## config.mk

```make
export PLATFORM = sky130hd
export DESIGN_NAME = seq_div32
export DESIGN_NICKNAME = d
export VERILOG_FILES = /design/src/rtl/seq_div32.sv
export SDC_FILE = /design/constraint.sdc
export NUM_CORES = 1
export LEC_CHECK = 0
export ABC_AREA = 1
export BUFFER_PORTS_ARGS = -buffer_cell sky130_fd_sc_hd__buf_2
export CELL_PAD_IN_SITES_DETAIL_PLACEMENT = 1
export CELL_PAD_IN_SITES_GLOBAL_PLACEMENT = 1
export CORE_ASPECT_RATIO = 2
export CORE_MARGIN = 8
export CORE_UTILIZATION = 41
export CTS_CLUSTER_SIZE = 16
export DETAILED_ROUTE_END_ITERATION = 8
export PLACE_DENSITY = 0.84
export SYNTH_ARGS = -nofsm -noshare
export SYNTH_HDL_FRONTEND = slang
export SYNTH_SLANG_ARGS = --single-unit
```

## constraint.sdc

```tcl
create_clock -name clk -period 3.1 [get_ports clk]
set_clock_uncertainty 0.2 [all_clocks]
set_input_delay 0.155 -clock clk [delete_from_list [all_inputs] [get_ports clk]]
set_output_delay 0.155 -clock clk [all_outputs]
set_load 0.05 [all_outputs]
```

## src/rtl/seq_div32.sv

```systemverilog
// Iterative restoring divider: one quotient bit per clock, start/busy/done handshake.
// Optional two's-complement support is compiled in with the DIV_SIGNED_EN macro.
module seq_div32 #(
  parameter int unsigned N = 32
) (
  input  logic         clk,
  input  logic         rst,
  input  logic         start,
  input  logic [N-1:0] dividend,
  input  logic [N-1:0] divisor,
  input  logic         signed_op,
  output logic         busy,
  output logic         done,
  output logic [N-1:0] quotient,
  output logic [N-1:0] remainder,
  output logic         div_by_zero
);

  localparam int unsigned CW = (N > 1) ? $clog2(N) : 1;

  typedef enum logic [1:0] {
    IDLE = 2'd0,
    CALC = 2'd1,
    DONE = 2'd2
  } state_t;

  state_t        r_state;
  state_t        w_state_nxt;
  logic [CW-1:0] r_cnt;
  logic [N-1:0]  r_rem;
  logic [N-1:0]  r_quo;
  logic [N-1:0]  r_dvsr;

  logic          w_accept;
  logic          w_dvsr_zero;
  logic [N-1:0]  w_mag_a;
  logic [N-1:0]  w_mag_b;
  logic [N:0]    w_shift;
  logic [N:0]    w_trial;
  logic          w_ge;
  logic [N-1:0]  w_rem_nxt;
  logic [N-1:0]  w_quo_nxt;
  logic [N-1:0]  w_quo_fin;
  logic [N-1:0]  w_rem_fin;

  assign w_accept    = (r_state != CALC) && start;
  assign w_dvsr_zero = (divisor == '0);

`ifdef DIV_SIGNED_EN
  logic w_sgn_a;
  logic w_sgn_b;
  logic r_neg_q;
  logic r_neg_r;

  assign w_sgn_a   = signed_op & dividend[N-1];
  assign w_sgn_b   = signed_op & divisor[N-1];
  assign w_mag_a   = w_sgn_a ? (~dividend + 1'b1) : dividend;
  assign w_mag_b   = w_sgn_b ? (~divisor + 1'b1) : divisor;
  // Quotient truncates toward zero; remainder follows the dividend's sign.
  assign w_quo_fin = r_neg_q ? (~w_quo_nxt + 1'b1) : w_quo_nxt;
  assign w_rem_fin = r_neg_r ? (~w_rem_nxt + 1'b1) : w_rem_nxt;
`else
  logic w_unused_signed_op;

  assign w_unused_signed_op = signed_op;
  assign w_mag_a   = dividend;
  assign w_mag_b   = divisor;
  assign w_quo_fin = w_quo_nxt;
  assign w_rem_fin = w_rem_nxt;
`endif

  // The partial remainder stays below the divisor, so the MSB of the
  // (N+1)-bit trial difference is its sign.
  assign w_shift   = {r_rem, r_quo[N-1]};
  assign w_trial   = w_shift - {1'b0, r_dvsr};
  assign w_ge      = ~w_trial[N];
  assign w_rem_nxt = w_ge ? w_trial[N-1:0] : w_shift[N-1:0];
  assign w_quo_nxt = {r_quo[N-2:0], w_ge};

  always_ff @(posedge clk) begin
    if (rst) begin
      r_state <= IDLE;
    end else begin
      r_state <= w_state_nxt;
    end
  end

  always_comb begin
    w_state_nxt = r_state;
    busy        = 1'b0;
    done        = 1'b0;
    case (r_state)
      IDLE: begin
        if (start) begin
          w_state_nxt = w_dvsr_zero ? DONE : CALC;
        end
      end
      CALC: begin
        busy = 1'b1;
        if (r_cnt == '0) begin
          w_state_nxt = DONE;
        end
      end
      DONE: begin
        done = 1'b1;
        if (start) begin
          w_state_nxt = w_dvsr_zero ? DONE : CALC;
        end else begin
          w_state_nxt = IDLE;
        end
      end
      default: w_state_nxt = IDLE;
    endcase
  end

  always_ff @(posedge clk) begin
    if (rst) begin
      r_cnt       <= '0;
      r_rem       <= '0;
      r_quo       <= '0;
      r_dvsr      <= '0;
      quotient    <= '0;
      remainder   <= '0;
      div_by_zero <= 1'b0;
`ifdef DIV_SIGNED_EN
      r_neg_q     <= 1'b0;
      r_neg_r     <= 1'b0;
`endif
    end else if (w_accept) begin
      r_cnt  <= CW'(N - 1);
      r_rem  <= '0;
      r_quo  <= w_mag_a;
      r_dvsr <= w_mag_b;
`ifdef DIV_SIGNED_EN
      r_neg_q <= w_sgn_a ^ w_sgn_b;
      r_neg_r <= w_sgn_a;
`endif
      if (w_dvsr_zero) begin
        quotient    <= '1;
        remainder   <= dividend;
        div_by_zero <= 1'b1;
      end
    end else if (r_state == CALC) begin
      r_cnt <= r_cnt - 1'b1;
      r_rem <= w_rem_nxt;
      r_quo <= w_quo_nxt;
      if (r_cnt == '0) begin
        quotient    <= w_quo_fin;
        remainder   <= w_rem_fin;
        div_by_zero <= 1'b0;
      end
    end
  end

endmodule
```

==> results.md <==
* Status: finished, final reports clean
* FF+latch area at 3363 um^2
* DRC at 0
* Final TNS setup at 0 ns
* Total leakage power at 6.734 nW
* Synth area leader: dfxtp_1
* FMAX at 348.8 MHz
* Fin util at 50.84%
* Reg2reg start: r_quo[31]
* PortBufs at 133
* Pre-antenna DRT Iters at 4
* Slew @ Worst Pin at 0.5806 ns
* Total vias in the final route at 10640
* Final hold violations at 0
* Placer Congestion at 0.8851
* Post-CTS Setup Bufs at 0
* R2R setup slack at 0.23 ns
* Fillers at 3212
* CP most frequent cell: nand2_1
* Total Wirelength at 35300 um
* Period minus WS final at 2.867 ns
* Distinct cells, synth at 39
* Max-Cap Viols at 0
* Post-synth top area share at 34.10%
* Nets at 1848
* Footprint of the multi-input gates at 4902 um^2
* Ys flop type: dfxtp_1
* Largest net degree at the start of global routing at 124
* Slowest Stage Delay on Critical Path at 0.42 ns
* CTS H-tree lvls at 4
* Clock Tree Buf Depth at 2
* Hold Path Stages at 2
* Reg clk slew, reported paths at 0.07 ns
* Area growth from synthesis to layout at 22.28%
* Syn Inst Count at 1573
* Routed len/inst at 17.25 um
* Die area at 29580 um^2
* Row cnt at 80
* CP max-delay cell: fa_1
* Setup CP Type: flip-flop to flip-flop
* Post-synth EDFFs at 0
* DPL Wire Length at 25660 um
* Die width at 125.7 um
* Total grt overflow at 0
* Crit path launch type: flip-flop
* Synth Warn # at 0
* Max FO, Critical Path at 34
* Critical path arrival at 3.00 ns
* Drt first-iter violations at 478
* Crit share post-route at 92.49%
* Number of global-route vias before repair at 11210
* RR Endpoint: r_rem[31]
* Slew Limit Fails at 0
* Clock Sinks at 168
* WP data required at 3.24 ns
* Synth area leaders: dfxtp_1 (34%), nand2_1 (16%), inv_1 (13%), a21oi_1 (5.7%), o21ai_0 (5.3%)
* Worst vdd ir at 0.3938 mV
* Worst slew margin at 61.20%
* Root buffer cell: clkbuf_16
* Top-Level Pins at 135
* CTS tree: built
* Worst Hold Class: flip-flop to flip-flop
* Syn_area_per_cell at 6.270 um^2
* Pwr dens at 593.9 nW/um^2
* Vias per inst at 5.201
* Global-route usage over all layers at 24.12%
* Reg2reg path depth at 17
* Min Hold Slack at 0.2595 ns
* Initial antenna violation count at 2
* Layout cell share with drive strength beyond 1 at 12.01%
* TritonCTS buffer count at 17
* Post-synthesis async set-or-reset flop share at 0%
* Post-route ant nets at 0
* Later-pin clock latency in the skew report at 0.45 ns
* Hold_sp: r_dvsr[22]
* Die Height at 235.3 um
* Effective utilization at floorplan at 41.58%
* Core area at 23720 um^2
* Synth Register Bits at 168
* Net Count, Synth at 1676
* First-pass GRT wire length at 56990 um
* Tot Pwr at 0.007162 W
* Hold endpoint: r_dvsr[22]
* Critical path origin: r_quo[31]
* Crit-path cells: inv_1, ha_1, fa_1, inv_1, nand2_1, nand2_1, nand3_1, nand2_2, nand2_1, nand2_2, nand2_2, nand3_1, nand2_8, nand2_1, nand2_1, o21ai_0, inv_1
* Final setup vio count at 0
* Mapped Area at 9863 um^2
* Worst Setup End Kind: flip-flop
* Sequential area share after synthesis at 34.10%
==> layout by cell type, fill, tap and decap left out, drive strengths merged <==
cell	count
and3	1
o2bb2ai	2
dlygate4sd3	66
o22ai	21
o221ai	37
o21bai	3
xor2	3
clkinv	4
bufinv	3
a221oi	1
nand4	8
nand2	445
nor3	8
a21o	1
nand3b	2
o21ai	104
inv	354
nand3	57
ha	34
a211oi	2
fa	1
diode	2
clkinvlp	3
nor2	120
xnor2	12
clkbuf	21
a21oi	114
buf	149
and2	7
dfxtp	168
nor4	4
a31oi	2
==> through the flow <==
step           cell area (um^2)  setup WS [ns]  instances
2_1_floorplan              9863         0.6736       1573
3_3_place_gp              10770         0.3118       1947
3_5_place_dp              10770         0.2114       1947
4_1_cts                   12040         0.1683       2044
5_1_grt                   12060       -0.02492       2046
6_report                  12060         0.2329       2046
==> layer usage <==
| metal | GRT usage (%) | up-vias | routed length (um) |
|---|---|---|---|
| met5 | 0 | - | 0 |
| met4 | 15.42 | 0 | 2068 |
| met3 | 4.015 | 90 | 1137 |
| met2 | 46.10 | 223 | 18990 |
| met1 | 23.09 | 5120 | 13100 |
| li1 | - | 5209 | - |
==> cells by family (layout without fill, tap and decap cells) <==
logic type                 count (synthesis)  in the layout  synth area share [%]
AOI/OAI and AO/OA                        287            287                 16.57
xor gates and xnor gates                  15             15                 1.332
adders and majority gates                 35             35                 4.516
buffers and inverters                    416            600                 16.38
DFF                                      168            168                 34.10
other                                      0              2                     0
and+or+nand+nor                          652            652                 27.11
==> state kept, by name (all words and copies together), names as in the netlist <==
| name | cells |
|---|---|
| div_by_zero | 1 |
| quotient | 32 |
| r_cnt | 5 |
| r_dvsr | 32 |
| r_quo | 32 |
| r_rem | 32 |
| r_state | 2 |
| remainder | 32 |
==> timing repair <==
item	CTS	global route
resized for setup	0	2
endpoints found under the hold margin	102	0
hold buffers	66	0
endpoints found under the setup margin	0	16
==> worst max-delay path: cells and delay by family, from the launching register on <==
family                     cells  cell delay (ns)
and+or+nand+nor               11             1.17
adders and majority gates      2             0.65
DFF                            1             0.31
buffers and inverters          3             0.22
AOI/OAI and AO/OA              1             0.21
==> worst max path at each step <==
| stage | endpoint | slack, ns | depth (start not counted) |
|---|---|---|---|
| 2_1_floorplan | r_rem[16] | 0.67 | 20 |
| 5_1_grt | r_rem[31] | -0.02 | 17 |
| 6_report | r_rem[31] | 0.23 | 17 |
| 3_5_place_dp | r_rem[18] | 0.21 | 19 |
| 3_3_place_gp | r_rem[6] | 0.31 | 19 |
| 4_1_cts | r_rem[6] | 0.17 | 19 |
==> cell type report <==
class / instances / area share [%]
clock buffer: 21 / 3.818
multi-input combinational: 989 / 40.65
antenna: 2 / 0.04150
tap: 287 / 2.977
sequential: 168 / 27.89
timing repair buffer: 215 / 12.41
inverter: 354 / 11.03
clock inverter: 10 / 1.193
==> power by group <==
part	leakage [nW]	internal, W	switching, W
sequential	1.37	0.00231	0.0000910
clock	0.286	0.00131	0.000936
combinational	5.07	0.000777	0.00174
total	6.73	0.00440	0.00276
==> cell usage after synthesis, types with 2 or more instances <==
| library cell | number |
|---|---|
| nand2_1 | 430 |
| inv_1 | 348 |
| dfxtp_1 | 168 |
| a21oi_1 | 113 |
| nor2_1 | 112 |
| o21ai_0 | 104 |
| nand3_1 | 57 |
| clkbuf_1 | 41 |
| o221ai_1 | 37 |
| ha_1 | 34 |
| o22ai_1 | 21 |
| nand2_2 | 13 |
| xnor2_1 | 12 |
| buf_1 | 8 |
| nand4_1 | 8 |
| and2_1 | 7 |
| buf_2 | 7 |
| nor3_1 | 7 |
| inv_2 | 5 |
| nor2_2 | 5 |
| buf_6 | 4 |
| nor4_1 | 4 |
| nor2_4 | 3 |
| o21bai_1 | 3 |
| xor2_1 | 3 |
| a211oi_1 | 2 |
| a31oi_1 | 2 |
| nand2_4 | 2 |
| nand3b_1 | 2 |
| o2bb2ai_1 | 2 |
Power figures use the tool's default switching activity.
